`config.mk`:
```
export PLATFORM = sky130hd
export DESIGN_NAME = flag_sequencer
export DESIGN_NICKNAME = d
export VERILOG_FILES = /design/src/rtl/flag_sequencer.sv
export SDC_FILE = /design/constraint.sdc
export NUM_CORES = 1
export LEC_CHECK = 0
export ABC_AREA = 1
export BUFFER_PORTS_ARGS = -buffer_cell sky130_fd_sc_hd__buf_4
export CAP_MARGIN = 10
export CORE_MARGIN = 2
export CORE_UTILIZATION = 60
export CTS_CLUSTER_DIAMETER = 80
export DETAILED_ROUTE_END_ITERATION = 12
export PLACE_DENSITY = 0.88
export SYNTH_ARGS = -nofsm -noshare
export SYNTH_HDL_FRONTEND = slang
export SYNTH_SLANG_ARGS = --single-unit
export TNS_END_PERCENT = 50
```
`constraint.sdc`:
```
create_clock -name clk -period 3.5 [get_ports clk]
set_input_delay 0.35 -clock clk [delete_from_list [all_inputs] [get_ports clk]]
set_output_delay 0.35 -clock clk [all_outputs]
set_load 0.005 [all_outputs]
```
`src/rtl/flag_sequencer.sv`:
```
// Flag selector sequencer: debounced next/prev buttons plus auto-advance, stepping
// an 8-bit selector with wrap-around and committing changes only on frame_start.
module flag_sequencer #(
  parameter int DEBOUNCE_BITS   = 18,
  parameter int FRAMES_PER_FLAG = 180,
  parameter int FRAME_CNT_W     = 8
) (
  input  logic       clk,
  input  logic       rst_n,
  input  logic       frame_start,
  input  logic       btn_next,
  input  logic       btn_prev,
  input  logic       auto_en,
  input  logic [7:0] count,
  output logic [7:0] selector,
  output logic       changed
);

  typedef enum logic [1:0] {
    PEND_NONE = 2'd0,
    PEND_NEXT = 2'd1,
    PEND_PREV = 2'd2
  } pend_e;

  localparam logic [DEBOUNCE_BITS-1:0] DB_MAX     = '1;
  localparam logic [FRAME_CNT_W-1:0]   FRAME_LAST = FRAME_CNT_W'(FRAMES_PER_FLAG - 1);

  // Bit 0 carries the next button, bit 1 the prev button.
  logic [1:0]               sync1_q, sync1_d, sync2_q, sync2_d, stable_q, stable_d, press_s;
  logic [DEBOUNCE_BITS-1:0] db_cnt_q [2];
  logic [DEBOUNCE_BITS-1:0] db_cnt_d [2];

  pend_e                    pend_q, pend_d;
  logic [7:0]               selector_q, selector_d, step_next_s, step_prev_s;
  logic                     changed_q, changed_d;
  logic [FRAME_CNT_W-1:0]   frame_cnt_q, frame_cnt_d;

  always_comb begin
    sync1_d  = {btn_prev, btn_next};
    sync2_d  = sync1_q;
    stable_d = stable_q;
    press_s  = 2'b00;
    for (int i = 0; i < 2; i++) begin
      db_cnt_d[i] = '0;
      if (sync2_q[i] != stable_q[i]) begin
        if (db_cnt_q[i] == DB_MAX) begin
          stable_d[i] = sync2_q[i];
          press_s[i]  = sync2_q[i];
        end else begin
          db_cnt_d[i] = db_cnt_q[i] + DEBOUNCE_BITS'(1);
        end
      end else begin
        db_cnt_d[i] = '0;
      end
    end
  end

  assign step_next_s = (selector_q == count - 8'd1) ? 8'd0 : selector_q + 8'd1;
  assign step_prev_s = (selector_q == 8'd0) ? count - 8'd1 : selector_q - 8'd1;

  always_comb begin
    selector_d  = selector_q;
    changed_d   = 1'b0;
    frame_cnt_d = frame_cnt_q;
    pend_d      = pend_q;
    if (frame_start) begin
      if (count == 8'd0) begin
        selector_d  = 8'd0;
        changed_d   = (selector_q != 8'd0);
        frame_cnt_d = '0;
        pend_d      = PEND_NONE;
      end else if (selector_q >= count) begin
        selector_d  = 8'd0;
        changed_d   = 1'b1;
        frame_cnt_d = '0;
        pend_d      = PEND_NONE;
      end else if (pend_q != PEND_NONE) begin
        selector_d  = (pend_q == PEND_NEXT) ? step_next_s : step_prev_s;
        changed_d   = 1'b1;
        frame_cnt_d = '0;
        pend_d      = PEND_NONE;
      end else if (auto_en && (frame_cnt_q == FRAME_LAST)) begin
        selector_d  = step_next_s;
        changed_d   = 1'b1;
        frame_cnt_d = '0;
      end else begin
        frame_cnt_d = auto_en ? frame_cnt_q + FRAME_CNT_W'(1) : '0;
      end
    end else begin
      frame_cnt_d = frame_cnt_q;
    end
    // A press landing on a commit cycle is kept for the following frame.
    case (press_s)
      2'b01:   pend_d = PEND_NEXT;
      2'b10:   pend_d = PEND_PREV;
      default: pend_d = pend_d;
    endcase
  end

  always_ff @(posedge clk or negedge rst_n) begin
    if (!rst_n) begin
      sync1_q     <= 2'b00;
      sync2_q     <= 2'b00;
      stable_q    <= 2'b00;
      db_cnt_q[0] <= '0;
      db_cnt_q[1] <= '0;
      pend_q      <= PEND_NONE;
      selector_q  <= 8'd0;
      changed_q   <= 1'b0;
      frame_cnt_q <= '0;
    end else begin
      sync1_q     <= sync1_d;
      sync2_q     <= sync2_d;
      stable_q    <= stable_d;
      db_cnt_q[0] <= db_cnt_d[0];
      db_cnt_q[1] <= db_cnt_d[1];
      pend_q      <= pend_d;
      selector_q  <= selector_d;
      changed_q   <= changed_d;
      frame_cnt_q <= frame_cnt_d;
    end
  end

  assign selector = selector_q;
  assign changed  = changed_q;

endmodule

```
Word level (Yosys, flattened, before mapping)
Index checks and enable logic that the tools add are counted.

Output and inout port bits: 9. Bits of input ports: 14. Flip-flop bits (word level): 61. Logic and storage cells: 68.

$add $sub $neg: 6. Equality and inequality tests: 9. Muxes and demuxes: 30. Reduce and logical (&&, ||, !) cells: 12. Order comparisons: 1.

Operators by type and width (count): 8-bit two-way mux (12); 18-bit two-way mux (4); 18-bit by 1-bit adder with 18-bit output, second input constant (2); 18-bit == test, second input constant (2); 8-bit by 1-bit adder with 8-bit output, second input constant (2); 8-bit logical NOT (2); 8-bit by 1-bit subtractor with 8-bit output, second input constant (2); 1-bit two-way mux (9); 8-bit == test (1); 8-bit == test, second input constant (1); 8-bit greater-or-equal comparator (1); 2-bit two-way mux (4); 2-bit AND reduction (4); 8-bit nonzero test (1); 5-bit nonzero test (1); 2-bit by 1-bit == test with 1-bit output, second input constant (2); 2-bit case mux with 2 select lines (1); 4-bit nonzero test (1); 3-bit nonzero test (1); 2-bit == test, second input constant (1); 1-bit inequality test (2); 2-bit nonzero test (1); 1-bit logical AND (1).

Logic depth before layout (Yosys ltp)
Gate-level depths: netlist of the first run.

Depth after elaboration: 7. Mapped depth: 14. Gate-level depth less buffers: 14.

Worst setup path after synthesis of the first run
No wires, ideal clock.

Kind: register to register. Start: reg selector_q[0], in the netlist selector[0]. End: reg selector_q[6], in the netlist selector[6]. Arrival: 1.619 ns. Period minus slack after synthesis: 1.736 ns. Setup slack: 1.764 ns. Cell stages (with the launch flop): 10. Setup time: 0.116 ns. Required time: 3.384 ns. Buffers on the path: 0. Cell sequence: dfrtp_1 inv_1 ha_1 or2_1 nor3_2 nand3_2 nand2_1 nand2_1 nand2_1 nand2_1.

Longest elaborated chain between the ends: 6. Elaborated cells on any way between the ends: 14. Classes of those cells: add/sub: 2; order compare: 1; eq/ne: 1; mux: 7; reduce/logical: 3.

Ends and longest elaborated chain: start: declaration (line 34) `logic [7:0] selector_q, selector_d, step_next_s, step_prev_s;`; start signal: assignment (line 118) `selector_q <= selector_d;`; 8-bit by 1-bit adder with 8-bit output, or another cell as far along (line 58) `assign step_next_s = (selector_q == count - 8'd1) ? 8'd0 : selector_q + 8'd1;`; 8-bit two-way mux (on tied branches) (line 58, 59); 8-bit two-way mux (on tied branches) (line 82, 78); 8-bit two-way mux (line 77) `end else if (pend_q != PEND_NONE) begin`; 8-bit two-way mux (line 72) `end else if (selector_q >= count) begin`; 8-bit two-way mux (line 67) `if (count == 8'd0) begin`.

Parallel ways exist; a longest one is shown, timed or not. The select of a mux whose other input is x is not followed. A chain may end at the register's enable or synchronous reset.

Worst setup path in the final report of the first run
Start: reg selector_q[3], in the netlist selector[3]. End: reg selector_q[6], in the netlist selector[6].

The elaborated chain is that of the path after synthesis.

==> impl_metrics.env, run 1 <==
export IMPL_cts_hold_buf=0
export IMPL_fin_skew_ns=0.01101
export IMPL_cts_resized=0
export IMPL_synth_common_cells="nand2_1 (127), nor2_1 (67), dfrtp_1 (61), inv_1 (58), nand3_1 (38)"
export IMPL_timing_final_crit_share_pct=64.37
export IMPL_via_count=3507
export IMPL_regToRegEndpoint="selector[6]$_DFFE_PN0P_"
export IMPL_place_congestion=0.9373
export IMPL_min_period_ns=2.253
export IMPL_grt_start_max_net_pins=62
export IMPL_grt_use_total_pct=26.26
export IMPL_final_util_pct=68.18
export IMPL_yosysMostFrequentCell="nand2_1"
export IMPL_cp_required_ns=3.73
export IMPL_path_buf_inv=1
export IMPL_start_util_pct=62.15
export IMPL_design_area_um2=4354
export IMPL_final_setup_viol_count=0
export IMPL_clk_latency_ns=0.34
export IMPL_post_cts_buffers=0
export IMPL_status="finished, final reports clean"
export IMPL_numCtsBuffers=9
export IMPL_io_buffers=22
export IMPL_critPathLaunchType="flip-flop"
export IMPL_drtAntennaViolNets=0
export IMPL_endpoint_kind="flip-flop"
export IMPL_rr_worst_depth=11
export IMPL_cts_htree_levels=3
export IMPL_synthTopCellsByArea="dfrtp_1 (38%), nand2_1 (12%), nor2_1 (6.3%)"
export IMPL_cts_max_path_buffers=2
export IMPL_tritoncts="yes"
export IMPL_drc_errors=0
export IMPL_syn_inst=526
export IMPL_slew_viol_final=0
export IMPL_dpl_hpwl_um=6367
export IMPL_antenna_found_initial=0
export IMPL_fill_cells=527
export IMPL_ys_seq_area_share_pct=38.46
export IMPL_worstMarginPinSlew_ns=0.7517
export IMPL_regArea_um2=1526
export IMPL_multi_input_area_um2=2137
export IMPL_grt_pass1_vias=3416
export IMPL_tns_ns=0
export IMPL_area_growth_pct=9.710
export IMPL_reg2reg_slack_ns=1.25
export IMPL_yosysTopAreaCell="dfrtp_1"
export IMPL_drive_gt1_share_pct=14.93
export IMPL_drtIter0Drc=221
export IMPL_root_buffer="clkbuf_8"
export IMPL_crit_fanout=11
export IMPL_crit_slowest_cell="dfrtp_1"
export IMPL_maxCapViolCount=0
export IMPL_drt_total_wl_um=8716
export IMPL_num_rows=29
export IMPL_placed_cell_area_um2=4177
export IMPL_n_antenna_cell=0
export IMPL_fmax_mhz=443.9
export IMPL_syn_nets=555
export IMPL_path_delay_family="simple AND/OR/NAND/NOR gates"
export IMPL_synth_cell_types=36
export IMPL_wl_per_cell_um=13.77
export IMPL_drtPass1Iterations=6
export IMPL_path_class="flip-flop to flip-flop"
export IMPL_ys_warn_count=0
export IMPL_floorplan_io_pins=23
export IMPL_clkTransAtPathRegs_ns=0.07
export IMPL_synth_top_area_share_pct=38.46
export IMPL_cp_arrival_ns=2.48
export IMPL_die_w_um=85.33
export IMPL_p_per_area_nw_per_um2=528.0
export IMPL_hold_class="input port to async pin"
export IMPL_hold_viol_final=0
export IMPL_path_common_cell="nand2_1"
export IMPL_cts_sinks=61
export IMPL_async_flop_share_pct=100.0
export IMPL_synth_flop_cell="dfrtp_1"
export IMPL_ir_worst_vdd_v=0.0003867
export IMPL_grt_ovfl_total=0
export IMPL_viasPerCell=5.540
export IMPL_synth_edff_count=0
export IMPL_fp_dieH_um=85.33
export IMPL_slowest_delay_ns=0.58
export IMPL_nNetsFinal=580
export IMPL_ys_ff_latch=61
export IMPL_grt_pass1_wl_um=15370
export IMPL_cp_cell_sequence="ha_1 > nand2_1 > inv_1 > nand2_1 > nand2_1 > nand2_1 > nand4_2 > o21ai_2 > nor2_1 > nand2_1 > nand2_1"
export IMPL_core_um2=6386
export IMPL_leakage_nw=2.128
export IMPL_dieArea_um2=7281
export IMPL_slew_headroom_pct=49.89
export IMPL_synth_avg_cell_area_um2=7.545
export IMPL_grt_setup_unrepaired="no"
export IMPL_r2r_start="selector[3]$_DFFE_PN0P_"
export IMPL_synth_area_um2=3969
worst max-delay path by stage:
stage | startpoint | endpoint | slack (ns) | cells past startpoint
floorplan | selector[0]$_DFFE_PN0P_ | selector[6]$_DFFE_PN0P_ | 1.76 | 9
global placement | selector[3]$_DFFE_PN0P_ | selector[6]$_DFFE_PN0P_ | 1.37 | 11
detailed placement | selector[5]$_DFFE_PN0P_ | selector[6]$_DFFE_PN0P_ | 1.29 | 9
CTS | selector[5]$_DFFE_PN0P_ | selector[6]$_DFFE_PN0P_ | 1.26 | 9
global route | selector[0]$_DFFE_PN0P_ | selector[5]$_DFFE_PN0P_ | 1.12 | 12
finish | selector[3]$_DFFE_PN0P_ | selector[6]$_DFFE_PN0P_ | 1.25 | 11
worst reg2reg max path: stages (launching register included):
cell	delay [ns]
dfrtp_1	0.58
ha_1	0.33
nand2_1	0.07
inv_1	0.05
nand2_1	0.06
nand2_1	0.06
nand2_1	0.09
nand4_2	0.15
o21ai_2	0.42
nor2_1	0.18
nand2_1	0.10
nand2_1	0.06
where the power goes:
part | total (mW) | internal (mW) | switching [mW]
logic | 0.860 | 0.322 | 0.538
registers | 0.872 | 0.761 | 0.111
clock network | 0.567 | 0.292 | 0.275
cells by family after synthesis:
family                   synth area share (%)
AND/OR/NAND/NOR                         36.03
buffers and inverters                   7.692
flip-flops                              38.46
AO/OA/AOI/OAI                           6.274
XOR/XNOR                                6.810
adder cells (fa/ha/maj)                 4.729
metal layers:
layer	up-vias	track usage (%)	share of wire (%)
met3	18	5.350	4.5
met2	85	44.03	49
li1	1744	-	-
met1	1660	34.18	44
met4	0	8.658	2.1
met5	-	0	0
state kept, by name, summed over array words and instances (netlist names):
register     flops
frame_cnt_q      8
selector         8
stable_q         2
db_cnt_q        36
sync1_q          2
sync2_q          2
pend_q           2
changed          1
through the flow:
stage          power, mW  cells  hold slack [ns]  worst slack [ns]
5_1_grt            2.459    633           0.1050             1.123
4_1_cts            2.302    633           0.1033             1.255
2_1_floorplan      1.519    526          0.05441             1.764
6_report           2.299    633          0.07469             1.247
3_3_place_gp       1.693    617           0.3331             1.368
3_5_place_dp       1.733    617           0.3372             1.286
layout make-up:
| cell class | count | share of cell area (%) |
|---|---|---|
| Clock buffer | 12 | 3.563 |
| Clock inverter | 4 | 0.5172 |
| Inverter | 67 | 5.776 |
| Multi-Input combinational cell | 390 | 49.08 |
| Sequential cell | 61 | 35.06 |
| Tap cell | 77 | 2.213 |
| Timing Repair Buffer | 22 | 3.793 |
layout by cell type (no fill, tap or decap), drive strengths merged:
cell      count
o22ai         6
buf          22
nor3         16
xor2         19
clkbuf       12
o2bb2ai       1
nand2       134
a21o          1
a21oi        15
o21ai        18
inv          64
a31oi         3
clkinvlp      1
clkinv        6
nor3b         4
xnor2        11
nor2         81
dfrtp        61
nand4        16
o211ai        1
or2           3
ha           15
nand3        46
Note: power is estimated with default switching activity, not from simulation.
==> run 2: changes to the inputs <==
--- a/config.mk
+++ b/config.mk
@@ -9,10 +9,10 @@
 export BUFFER_PORTS_ARGS = -buffer_cell sky130_fd_sc_hd__buf_4
 export CAP_MARGIN = 10
 export CORE_MARGIN = 2
-export CORE_UTILIZATION = 60
+export CORE_UTILIZATION = 56
 export CTS_CLUSTER_DIAMETER = 80
 export DETAILED_ROUTE_END_ITERATION = 12
-export PLACE_DENSITY = 0.88
+export PLACE_DENSITY = 0.86
 export SYNTH_ARGS = -nofsm -noshare
 export SYNTH_HDL_FRONTEND = slang
 export SYNTH_SLANG_ARGS = --single-unit
==> constraint.sdc (replaced) <==
create_clock -name clk -period 1.9 [get_ports clk]
set_input_delay 0.19 -clock clk [delete_from_list [all_inputs] [get_ports clk]]
set_output_delay 0.19 -clock clk [all_outputs]
set_load 0.005 [all_outputs]
==> run 2 against run 1 <==
  * Via count grew 5.8%
  * Power rose by 110%
  * Worst hold slack gained 0.094 ns
  * Sequential cell count did not move
  * Cell count up 7.4%
  * Non-clock buffer count rose by 28
  * Die area grew 6.8%
  * Wire length is 9.7% higher
  * Critical endpoint is now selector[4]$_DFFE_PN0P_
  * Clock-buffer cell count fell by 3
  * Global-route usage decreased by 0.13 points
==> impl_metrics.env, run 2 (synthesis results as in run 1) <==
export IMPL_power_mw=4.920
export IMPL_numCtsBuffers=9
export IMPL_grt_use_total_pct=26.13
export IMPL_clk_latency_ns=0.35
export IMPL_whs_ns=0.1690
export IMPL_slowest_delay_ns=0.42
export IMPL_floorplan_io_pins=23
export IMPL_largest_reg_flops=36
export IMPL_dpl_hpwl_um=6635
export IMPL_die_w_um=88.19
export IMPL_ir_worst_vdd_v=0.0007110
export IMPL_core_um2=6832
export IMPL_design_area_um2=4752
export IMPL_place_congestion=0.9220
export IMPL_drtAntennaViolNets=0
export IMPL_placed_cell_area_um2=4365
export IMPL_path_buf_inv=2
export IMPL_final_common_cell="nand2_1"
export IMPL_critPathLaunchType="flip-flop"
export IMPL_min_period_ns=1.860
export IMPL_start_util_pct=58.10
export IMPL_path_delay_family="simple AND/OR/NAND/NOR gates"
export IMPL_cp_arrival_ns=2.09
export IMPL_via_count=3710
export IMPL_worstMarginPinSlew_ns=0.7586
export IMPL_final_cell_mix="nand2_1 (124), nor2_1 (65), dfrtp_1 (60)"
export IMPL_met3_usage_pct=5.278
export IMPL_grt_ovfl_total=0
export IMPL_endpoint_kind="flip-flop"
export IMPL_drtPass1Iterations=5
export IMPL_setup_ws_ns=0.04026
export IMPL_crit_fanout=5
export IMPL_status="finished, final reports clean"
export IMPL_grt_setup_unrepaired="yes"
export IMPL_root_buffer="clkbuf_8"
export IMPL_cts_sinks=61
export IMPL_drtIter0Drc=329
export IMPL_viasPerCell=5.456
export IMPL_use_met2_pct=44.98
export IMPL_cts_max_path_buffers=2
export IMPL_p_per_area_nw_per_um2=1035
export IMPL_maxCapViolCount=0
export IMPL_final_setup_viol_count=0
export IMPL_grt_start_max_net_pins=62
export IMPL_grt_busiest_layer="met2"
export IMPL_hold_class="input port to flip-flop"
export IMPL_timing_final_crit_share_pct=97.88
export IMPL_num_rows=30
export IMPL_slew_viol_final=0
export IMPL_nNetsFinal=608
export IMPL_cp_required_ns=2.13
export IMPL_cp_cell_sequence="ha_4 > nand2_2 > nor2_4 > nand4_1 > nand4_4 > o21ai_4 > buf_4 > buf_4 > nand2_1 > nand2_1"
export IMPL_clkTransAtPathRegs_ns=0.07
export IMPL_drive_gt1_share_pct=20.89
export IMPL_drc_errors=0
export IMPL_wl_per_cell_um=14.06
export IMPL_grt_pass1_wl_um=15900
export IMPL_hold_viol_final=0
export IMPL_fp_dieH_um=88.19
export IMPL_crit_slowest_cell="dfrtp_1"
export IMPL_area_growth_pct=19.74
export IMPL_path_class="flip-flop to flip-flop"
export IMPL_cts_htree_levels=3
export IMPL_fmax_mhz=537.7
export IMPL_fin_skew_ns=0.006586
export IMPL_n_antenna_cell=0
export IMPL_grt_pass1_vias=3599
export IMPL_tritoncts="yes"
export IMPL_dieArea_um2=7777
export IMPL_slew_headroom_pct=49.43
export IMPL_drt_total_wl_um=9561
export IMPL_pre_cts_slack_ns=-0.006432
export IMPL_largest_register="db_cnt_q"
export IMPL_met1_usage_pct=33.17
export IMPL_io_buffers=22
export IMPL_leakage_nw=2.291
export IMPL_antenna_found_initial=0
-- run 2: cell type report --
cell class | count | area [µm²]
multi-input combinational | 390 | 2248
timing repair buffer | 50 | 382.9
sequential | 61 | 1528
clock buffer | 9 | 123.9
fill | 527 | 2079
tap | 96 | 120.1
clock inverter | 7 | 97.59
inverter | 67 | 251.5
-- run 2: timing repair --
action	CTS	global route
setup buffers	0	3
hold buffers	3	0
endpoints found under the hold margin	63	0
setup endpoints to repair	0	14
resized for setup	0	20
-- run 2: stage by stage --
stage	setup TNS [ns]	util, %	cells
floorplan	0	-	526
global placement	0	63.90	658
detailed placement	-0.01443	63.90	658
CTS	0	67.58	677
global route	-0.1299	69.56	680
finish	0	69.56	680
-- run 2: worst paths after layout --
path | from | to | slack (ns) | cells past startpoint
setup / recovery | selector[5]$_DFFE_PN0P_ | selector[4]$_DFFE_PN0P_ | 0.04 | 10
hold / removal | frame_start | frame_cnt_q[3]$_DFFE_PN0P_ | 0.17 | 2
setup reg to reg | selector[5]$_DFFE_PN0P_ | selector[4]$_DFFE_PN0P_ | 0.04 | 10
hold reg to reg | sync1_q[1]$_DFF_PN0_ | sync2_q[1]$_DFF_PN0_ | 0.36 | 0
max in group asynchronous | rst_n | selector[1]$_DFFE_PN0P_ | 0.90 | 2
min in group asynchronous | rst_n | db_cnt_q[0]$_DFF_PN0_ | 0.45 | 2
-- run 2: report_power, final --
part	internal (mW)	leakage, nW	total [mW]	switching, mW
clock	0.741	0.106	1.29	0.544
combinational	0.875	1.35	2.13	1.25
sequential	1.41	0.831	1.50	0.0992
total	3.02	2.29	4.92	1.90
-- run 2: metal layers --
layer,wire (µm),part of all wire (%)
met1,3885,41
met2,4839,51
met3,593,6.2
met4,243,2.5
met5,0,0
-- run 2: worst register-to-register path, delay by kind of cell (launching register included) --
family	cells	cell delay, ns
buf+inv	2	0.28
compound gates	1	0.08
fa+ha+maj	1	0.29
flops	1	0.42
simple gates	6	0.69
==> run 3: changes to the inputs <==
--- a/config.mk
+++ b/config.mk
@@ -9,10 +9,10 @@
 export BUFFER_PORTS_ARGS = -buffer_cell sky130_fd_sc_hd__buf_4
 export CAP_MARGIN = 10
 export CORE_MARGIN = 2
-export CORE_UTILIZATION = 56
+export CORE_UTILIZATION = 50
 export CTS_CLUSTER_DIAMETER = 80
 export DETAILED_ROUTE_END_ITERATION = 12
-export PLACE_DENSITY = 0.86
+export PLACE_DENSITY = 0.79
 export SYNTH_ARGS = -nofsm -noshare
 export SYNTH_HDL_FRONTEND = slang
 export SYNTH_SLANG_ARGS = --single-unit
==> run 3 against run 2 <==
  * Via count fell by 0.81%
  * Clock-buffer cell count rose by 1
  * Core utilization fell by 7.1 points
  * Combinational power rose by 12%
  * Power rose by 5.7%
  * Non-clock buffer count rose by 6
  * Clock power rose by 3%
  * Worst hold slack got worse by 0.0019 ns
==> impl_metrics.env, run 3 (synthesis results as in run 1) <==
export IMPL_drive_gt1_share_pct=22.03
export IMPL_crit_fanout=4
export IMPL_numCtsBuffers=9
export IMPL_tritoncts="yes"
export IMPL_grt_pass1_vias=3515
export IMPL_drt_total_wl_um=9029
export IMPL_cts_htree_levels=3
export IMPL_place_congestion=0.9639
export IMPL_fmax_mhz=531.2
export IMPL_area_growth_pct=21.66
export IMPL_clkTransAtPathRegs_ns=0.08
export IMPL_io_buffers=22
export IMPL_status="finished, final reports clean"
export IMPL_n_antenna_cell=0
export IMPL_cp_arrival_ns=2.12
export IMPL_slew_viol_final=0
export IMPL_grt_setup_unrepaired="yes"
export IMPL_root_buffer="clkbuf_8"
export IMPL_path_delay_family="simple AND/OR/NAND/NOR gates"
export IMPL_pre_cts_slack_ns=0.04929
export IMPL_hold_class="input port to flip-flop"
export IMPL_antenna_found_initial=0
export IMPL_setup_ws_ns=0.01753
export IMPL_nNetsFinal=614
export IMPL_fill_cells=621
export IMPL_start_util_pct=51.36
export IMPL_slew_headroom_pct=50.50
export IMPL_multi_input_area_um2=2256
export IMPL_fin_skew_ns=0.01507
export IMPL_viasPerCell=5.318
export IMPL_critPathLaunchType="flip-flop"
export IMPL_maxCapViolCount=0
export IMPL_grt_ovfl_total=0
export IMPL_num_rows=32
export IMPL_final_setup_viol_count=0
export IMPL_die_w_um=93.10
export IMPL_cp_cell_sequence="ha_1 > nand2_2 > nor2_4 > nand4_1 > nand4_4 > o21ai_4 > buf_4 > buf_4 > nand2_1 > nand2_1"
export IMPL_drtIter0Drc=210
export IMPL_ir_worst_vdd_v=0.0005459
export IMPL_largest_register="db_cnt_q"
export IMPL_leakage_nw=2.345
export IMPL_dpl_hpwl_um=6462
export IMPL_path_class="flip-flop to flip-flop"
export IMPL_timing_final_crit_share_pct=99.08
export IMPL_floorplan_io_pins=23
export IMPL_grt_start_max_net_pins=62
export IMPL_worstMarginPinSlew_ns=0.7424
export IMPL_cp_required_ns=2.13
export IMPL_wl_per_cell_um=13.05
export IMPL_hold_viol_final=0
export IMPL_final_common_cell="nand2_1"
export IMPL_grt_use_total_pct=22.25
export IMPL_min_period_ns=1.882
export IMPL_p_per_area_nw_per_um2=1077
export IMPL_drc_errors=0
export IMPL_regArea_um2=1526
export IMPL_power_mw=5.198
export IMPL_grt_pass1_wl_um=15440
export IMPL_clk_latency_ns=0.35
export IMPL_fp_dieH_um=93.10
export IMPL_path_buf_inv=2
export IMPL_endpoint_kind="flip-flop"
export IMPL_crit_slowest_cell="dfrtp_1"
export IMPL_cts_max_path_buffers=2
export IMPL_via_count=3680
export IMPL_largest_reg_flops=36
export IMPL_cts_sinks=61
export IMPL_drtAntennaViolNets=0
export IMPL_final_cell_mix="nand2_1 (122), nor2_1 (65), dfrtp_1 (61)"
export IMPL_dieArea_um2=8667
export IMPL_core_um2=7727
export IMPL_drtPass1Iterations=5
export IMPL_slowest_delay_ns=0.38
## run 3: cell count changes in the layout (fill, tap and decap cells not counted), moves of 2 or more
cell / previous run / this run
buf_4: 47 / 51
buf_6: 0 / 2
nand2_1: 124 / 122
nand2_2: 10 / 12
nand3_1: 38 / 36
nand3_2: 7 / 9
## run 3: per-layer routing
metal | routed length, µm | track usage, % | vias up | part of all wire [%]
met2 | 4408 | 36.59 | 122 | 49
met3 | 518 | 5.560 | 18 | 5.7
met4 | 160 | 7.598 | 0 | 1.8
met1 | 3941 | 28.74 | 1722 | 44
met5 | 0 | 0 | - | 0
li1 | - | - | 1818 | -
## run 3: worst register-to-register path: stages, from the launching register on
cell     delay [ns]
dfrtp_1        0.38
ha_1           0.31
nand2_2        0.08
nor2_4         0.14
nand4_1        0.20
nand4_4        0.19
o21ai_4        0.08
buf_4          0.15
buf_4          0.14
nand2_1        0.06
nand2_1        0.05
## run 3: worst paths after layout
path                                          from                          to  slack, ns  depth (start not counted)
setup / recovery           selector[7]$_DFFE_PN0P_     selector[7]$_DFFE_PN0P_       0.02                         10
hold / removal                             auto_en  frame_cnt_q[6]$_DFFE_PN0P_       0.17                          3
setup reg to reg           selector[7]$_DFFE_PN0P_     selector[7]$_DFFE_PN0P_       0.02                         10
hold reg to reg               sync1_q[1]$_DFF_PN0_        sync2_q[1]$_DFF_PN0_       0.35                          0
max in group asynchronous                    rst_n      db_cnt_q[25]$_DFF_PN0_       0.95                          2
min in group asynchronous                    rst_n       db_cnt_q[5]$_DFF_PN0_       0.46                          2
## run 3: layout make-up
cell class              instances  share of cell area, %
clock inverters                 6                  1.944
well taps                     102                  2.643
multi-input cells             390                  46.72
inverters                      67                  5.209
repair buffers                 56                  9.018
flip-flops and latches         61                  31.61
clock buffers                  10                  2.850
## run 3: power breakdown
part / total (mW) / switching [mW] / internal [mW]
sequential: 1.49 / 0.0851 / 1.40
combinational: 2.38 / 1.31 / 1.07
clock: 1.33 / 0.549 / 0.783
## run 3: repair_timing
action | 4_1_cts | 5_1_grt
gates resized for setup | 0 | 25
setup buffers | 0 | 5
endpoints found under the setup margin | 0 | 17
hold endpoints to repair | 63 | 0
hold buffers | 3 | 0
## run 3: through the flow
stage,setup TNS (ns),util [%],std cells,area [µm²],hold slack (ns)
floorplan,0,-,526,3969,-0.1056
detailed placement,0,56.98,668,4403,0.3006
global route,-0.6738,62.48,692,4828,0.1653
CTS,0,60.36,687,4664,0.1389
finish,0,62.48,692,4828,0.1671
global placement,0,56.98,668,4403,0.3004
